## src/rtl/kp_pkg.sv

```systemverilog
// Shared keypad-scanner definitions: FSM encoding, default timing, key-code width.
package kp_pkg;

  localparam int SCAN_DIV_DEF = 1000;
  localparam int DEBOUNCE_DEF = 20000;
  localparam int KEY_W        = 4;

  typedef enum logic [1:0] {
    SCAN      = 2'd0,
    DEB_PRESS = 2'd1,
    HELD      = 2'd2,
    DEB_REL   = 2'd3
  } state_t;

  // Lowest-index active-low row wins when several rows are pulled down.
  function automatic logic [1:0] low_idx(input logic [3:0] v);
    if (!v[0])      return 2'd0;
    else if (!v[1]) return 2'd1;
    else if (!v[2]) return 2'd2;
    else            return 2'd3;
  endfunction

endpackage

```

## src/rtl/kp_if.sv

```systemverilog
// Keypad lines plus the key-code valid/ack handshake toward the consumer.
interface kp_if;
  import kp_pkg::*;

  logic [3:0]       row;
  logic [3:0]       col;
  logic [KEY_W-1:0] key;
  logic             key_valid;
  logic             key_ack;
  logic             pressed;
  logic             overrun;

  modport master (
    input  row, key_ack,
    output col, key, key_valid, pressed, overrun
  );

  modport slave (
    output row, key_ack,
    input  col, key, key_valid, pressed, overrun
  );

endinterface

```

## src/rtl/kp_sync.sv

```systemverilog
// Two-flop synchronizer for the 4 asynchronous row lines; resets to idle (all high).
module kp_sync (
  input  logic       clk,
  input  logic       reset,
  input  logic [3:0] d,
  output logic [3:0] q
);

  logic [3:0] s1;

  always_ff @(posedge clk) begin
    if (reset) begin
      s1 <= 4'hF;
      q  <= 4'hF;
    end else begin
      s1 <= d;
      q  <= s1;
    end
  end

endmodule

```

## src/rtl/kp_scanner.sv

```systemverilog
// 4x4 keypad scanner: column strobe, debounced press/release, one key code per press.
// key_valid rises DEBOUNCE clocks after press detection; a press accepted while unacked sets overrun.
module kp_scanner
  import kp_pkg::*;
#(
  parameter int SCAN_DIV = SCAN_DIV_DEF,
  parameter int DEBOUNCE = DEBOUNCE_DEF
) (
  input logic clk,
  input logic reset,
  kp_if.master kp
);

  localparam int DIV_W = $clog2(SCAN_DIV);
  localparam int DEB_W = $clog2(DEBOUNCE);
  localparam logic [DIV_W-1:0] DIV_LAST = DIV_W'(SCAN_DIV - 1);
  localparam logic [DEB_W-1:0] DEB_LAST = DEB_W'(DEBOUNCE - 1);

  logic [3:0]       rs;
  state_t           state, state_nxt;
  logic [DIV_W-1:0] div, div_nxt;
  logic [DEB_W-1:0] cnt, cnt_nxt;
  logic [1:0]       col_idx, col_nxt;
  logic [1:0]       row_idx, row_nxt;
  logic [KEY_W-1:0] key, key_nxt;
  logic             kv, kv_nxt;
  logic             ovr, ovr_nxt;
  logic             accept;

  kp_sync u_sync (
    .clk   (clk),
    .reset (reset),
    .d     (kp.row),
    .q     (rs)
  );

  always_ff @(posedge clk) begin
    if (reset) begin
      state   <= SCAN;
      div     <= '0;
      cnt     <= '0;
      col_idx <= 2'd0;
      row_idx <= 2'd0;
      key     <= '0;
      kv      <= 1'b0;
      ovr     <= 1'b0;
    end else begin
      state   <= state_nxt;
      div     <= div_nxt;
      cnt     <= cnt_nxt;
      col_idx <= col_nxt;
      row_idx <= row_nxt;
      key     <= key_nxt;
      kv      <= kv_nxt;
      ovr     <= ovr_nxt;
    end
  end

  always_comb begin
    state_nxt = state;
    div_nxt   = div;
    cnt_nxt   = cnt;
    col_nxt   = col_idx;
    row_nxt   = row_idx;
    accept    = 1'b0;
    case (state)
      SCAN: begin
        if (div == DIV_LAST) begin
          div_nxt = '0;
          if (rs != 4'hF) begin
            row_nxt   = low_idx(rs);
            cnt_nxt   = '0;
            state_nxt = DEB_PRESS;
          end else begin
            col_nxt = col_idx + 2'd1;
          end
        end else begin
          div_nxt = div + 1'b1;
        end
      end
      DEB_PRESS: begin
        if (rs[row_idx]) begin
          state_nxt = SCAN;
          cnt_nxt   = '0;
          div_nxt   = '0;
        end else if (cnt == DEB_LAST) begin
          state_nxt = HELD;
          accept    = 1'b1;
        end else begin
          cnt_nxt = cnt + 1'b1;
        end
      end
      HELD: begin
        if (rs[row_idx]) begin
          state_nxt = DEB_REL;
          cnt_nxt   = '0;
        end
      end
      DEB_REL: begin
        if (!rs[row_idx]) begin
          state_nxt = HELD;
        end else if (cnt == DEB_LAST) begin
          state_nxt = SCAN;
          col_nxt   = col_idx + 2'd1;
          div_nxt   = '0;
          cnt_nxt   = '0;
        end else begin
          cnt_nxt = cnt + 1'b1;
        end
      end
      default: state_nxt = SCAN;
    endcase
  end

  // An ack in the acceptance cycle frees the slot, so the new code replaces the old one.
  always_comb begin
    key_nxt = key;
    kv_nxt  = kv;
    ovr_nxt = ovr;
    if (accept && (!kv || kp.key_ack)) begin
      key_nxt = {col_idx, row_idx};
      kv_nxt  = 1'b1;
      if (kv) ovr_nxt = 1'b0;
    end else begin
      if (accept) ovr_nxt = 1'b1;
      if (kv && kp.key_ack) begin
        kv_nxt  = 1'b0;
        ovr_nxt = 1'b0;
      end
    end
  end

  assign kp.col       = ~(4'b0001 << col_idx);
  assign kp.key       = key;
  assign kp.key_valid = kv;
  assign kp.overrun   = ovr;
  assign kp.pressed   = (state != SCAN);

endmodule

```

## src/flat_wrapper.sv

```systemverilog
// flat-port wrapper written by rule: the top's interface ports become plain ports
module kp_scanner_flat import kp_pkg::*;
#(
  parameter int SCAN_DIV = SCAN_DIV_DEF,
  parameter int DEBOUNCE = DEBOUNCE_DEF
)
  (clk, reset, kp_row, kp_key_ack, kp_col, kp_key, kp_key_valid, kp_pressed, kp_overrun);
  kp_if kp_i ();
  input logic clk;
  input logic reset;
  input wire logic [$bits(kp_i.row)-1:0] kp_row;
  input wire logic [$bits(kp_i.key_ack)-1:0] kp_key_ack;
  output wire logic [$bits(kp_i.col)-1:0] kp_col;
  output wire logic [$bits(kp_i.key)-1:0] kp_key;
  output wire logic [$bits(kp_i.key_valid)-1:0] kp_key_valid;
  output wire logic [$bits(kp_i.pressed)-1:0] kp_pressed;
  output wire logic [$bits(kp_i.overrun)-1:0] kp_overrun;
  assign kp_i.row = kp_row;
  assign kp_i.key_ack = kp_key_ack;
  assign kp_col = kp_i.col;
  assign kp_key = kp_i.key;
  assign kp_key_valid = kp_i.key_valid;
  assign kp_pressed = kp_i.pressed;
  assign kp_overrun = kp_i.overrun;
  kp_scanner #(.SCAN_DIV(SCAN_DIV), .DEBOUNCE(DEBOUNCE)) u_core (.clk(clk), .reset(reset), .kp(kp_i));
endmodule
```

## config.mk

```make
export PLATFORM = sky130hd
export DESIGN_NAME = kp_scanner_flat
export DESIGN_NICKNAME = d
export VERILOG_FILES = /design/src/rtl/kp_pkg.sv /design/src/rtl/kp_if.sv /design/src/rtl/kp_sync.sv /design/src/rtl/kp_scanner.sv /design/src/flat_wrapper.sv
export SDC_FILE = /design/constraint.sdc
export NUM_CORES = 1
export LEC_CHECK = 0
export BUFFER_PORTS_ARGS = -buffer_cell sky130_fd_sc_hd__buf_2
export CORE_UTILIZATION = 62
export CTS_BUF_LIST = sky130_fd_sc_hd__clkbuf_4 sky130_fd_sc_hd__clkbuf_8
export CTS_CLUSTER_DIAMETER = 200
export DETAILED_ROUTE_END_ITERATION = 12
export HOLD_SLACK_MARGIN = 0.08
export MAX_ROUTING_LAYER = met4
export PLACE_DENSITY = 0.82
export REMOVE_ABC_BUFFERS = 1
export SETUP_SLACK_MARGIN = 0.4
export SLEW_MARGIN = 15
export SYNTH_ARGS = -nofsm -noshare
export SYNTH_HDL_FRONTEND = slang
export SYNTH_SLANG_ARGS = --single-unit
```

## constraint.sdc

```tcl
create_clock -name clk -period 2.8 [get_ports clk]
set_input_delay 0 -clock clk [delete_from_list [all_inputs] [get_ports clk]]
set_output_delay 0 -clock clk [all_outputs]
set_load 0.05 [all_outputs]
```

==> summary.txt <==
Status: completed
Synth Register Bits: 45
Max FO, Critical Path: 5
DP HPWL: 3614 um
Register area: 900.9 um2
N_diodes: 0
Setup CP Type: flip-flop to flip-flop
Setup bufs post-CTS: 0
CP Capture Type: flip-flop
Clock Latency Late Sink: 300 ps
Slew Limit Headroom: 0.6118
Setup ws final: 501.9 ps
Synth Area in Compound Gates: 0.2264
Vias in the first global route: 1957
Tmin final: 2298 ps
Mux share of post-synthesis cell area: 0.04261
First-pass iteration count of the detailed router: 6
CP Launch Type: flip-flop
WHS Endpoint: u_core.kp.key[0]
Total grt overflow: 0
Synth Flop Type: dfxtp_1
Hold_ws: 208.8 ps
Reg2Reg Setup Slack: 500 ps
TritonCTS clock tree: built
Final worst-path cycle share: 0.8207
Leakage power: 1.019 nW
Initial DRC count: 233
Maximum vdd ir drop: 0.5121 mV
Pre-CTS WS: 581.0 ps
Sequential power share: 0.423
Pwr dens: 638.2 nW/um2
Num rows: 22
Hold path start: reset
Vias: 2150
Combinational family with the most area after synthesis: simple AND/OR/NAND/NOR gates
Mapped Area: 2437 um2
Clock tree buffer depth: 2
WL/cell: 16.59 um
Slew @ Worst Pin: 579.6 ps
Cell count of the worst reg-to-reg path: 6
Die Area: 4186 um2
Placed Instances: 325
Worst min path class: primary input to flip-flop
Gpl congestion: 0.9167
First-pass GRT wire length: 9480 um
DRC: 0
Initial Util: 0.6559
Clock network fraction of total power: 0.248
Core region area: 3716 um2
Drt via density: 6.361
Area contributors post-synth: dfxtp_1 37%, ha_1 5.1%, a32o_1 4.5%, nand3_1 3.5%, mux2i_1 2.9%
Final std cells w/o fill: 338
Pwr Total: 1.698 mW
Skew final: 3.152 ps
R2R Path End: u_core.col_idx[0]
Top cell type's share of synthesized area: 0.3696
Largest net degree at the start of global routing: 40
Clock sinks: 45
Ys Warns: 0
Initial antenna violation count: 0
Post-synth EDFFs: 0
DIE HEIGHT: 64.70 um
CP Data Arrival Time: 2490 ps
Core Util, Final: 0.7162
Root Driver: clkbuf_8
Setup_tns: 0 ps
WL final: 5606 um
Simple-gate share of the synthesized area: 0.2474
Hold depth: 3
# H-tree levels: 2
Antenna-violating nets left: 0
Cells after synthesis: 268
Multi-input logic area: 1391 um2
Endpoints failing hold: 0
Mean Syn Cell Area: 9.095 um2
P_sw: 0.6105 mW
Switch share: 0.3595
Internal cell power: 1.088 mW
Critical R2R Launch: u_core.div[0]
Number of top-level pins: 18
Fmax: 435.1 MHz
Slew Limit Fails: 0
Async set or reset register ratio after synthesis: 0
Top-count cell post-synth: dfxtp_1
Comb power frac: 0.328
WP data required: 2990 ps
PortBufs: 17
Register area share after synthesis: 0.3696
RSZ-0062 raised after global routing: yes
Largest area contributor in the netlist: dfxtp_1
All-Layer GR Usage: 0.3001
Max-Cap Viols: 0
Netlist cell types: 51
Clock buffer count from CTS: 5
Adder-cell share of the synthesized area: 0.05133
Area grow syn2layout: 9.189%
Placed Area: 2512 um2
Final instance area: 2661 um2
Worst-path clk slew: 80 ps
Post-Synth XOR/XNOR Area: 0
Die X: 64.70 um
Share of layout cells above drive strength 1: 0.1931
Final nets: 306
# setup viols final: 0
Fillers: 285
Synth top cells by count: 45 x dfxtp_1, 18 x nor2_1, 17 x nand3_1, 14 x inv_1
layer usage:
layer,routed length [um],part of all wire,global-route usage
met3,335,0.060,0.05106
met5,0,0,-
met2,2670,0.48,0.4792
met4,97,0.017,0.09167
met1,2503,0.45,0.3868
state kept, by name (all words and copies together) (netlist names), named ones only:
signal               cells
u_core.row_idx           2
u_core.kp.overrun        1
u_core.div              10
u_core.state             1
u_core.cnt              15
u_core.kp.key_valid      1
u_core.u_sync.q          4
u_core.u_sync.s1         4
u_core.col_idx           2
u_core.kp.key            4
logic make-up (layout without fill, tap and decap cells):
group	count (synthesis)	in the layout
compound gates	71	71
fa+ha+maj	10	10
buf+inv	26	48
flops	45	45
mux	9	9
simple gates	107	107
critical path, stage by stage, from the launching register on:
cell and delay [ps]:
dfxtp_1 380, ha_1 290, nand4_2 190, nor3_1 500, a21oi_1 220, nor3_2 240, mux2_2 360
power groups by stage:
stage	clock (mW)	combinational, mW	sequential, mW
floorplan	0	0.413	0.721
global placement	0	0.523	0.730
detailed placement	0	0.535	0.733
CTS	0.420	0.546	0.718
global route	0.452	0.609	0.727
finish	0.421	0.558	0.719
final cells by class:
| type | instances | share of cell area |
|---|---|---|
| Inverter | 14 | 0.01975 |
| Multi-Input combinational cell | 197 | 0.5228 |
| Clock buffer | 8 | 0.03432 |
| Tap cell | 48 | 0.02257 |
| Sequential cell | 45 | 0.3385 |
| Timing Repair Buffer | 26 | 0.06206 |
placed cells by master (no fill, tap or decap), types with 6 or more instances in the layout:
cell     count
dfxtp_1     45
buf_2       17
mux2i_1      7
o21ai_0     11
nand2_1     13
ha_1        10
or2_2        9
inv_1       14
nor3_1      13
o31ai_1      6
a211o_1      6
a32o_1      11
a21oi_1     11
nor2_1      18
nand3_1     17
worst max path at each step:
stage | start | end | slack [ps]
after CTS | u_core.div[0] | u_core.div[9] | 580
after global routing | u_core.div[0] | u_core.cnt[12] | 370
after floorplan | u_core.row_idx[0] | u_core.cnt[10] | 700
after detailed placement | u_core.div[0] | u_core.div[9] | 580
final | u_core.div[0] | u_core.col_idx[0] | 500
after global placement | u_core.row_idx[0] | u_core.cnt[12] | 610
timing repair:
| item | 4_1_cts | 5_1_grt |
|---|---|---|
| gates resized for setup | 0 | 1 |
| endpoints found under the hold margin | 6 | 0 |
| endpoints found under the setup margin | 0 | 5 |
| hold buffers | 5 | 0 |
Power figures use the tool's default switching activity.
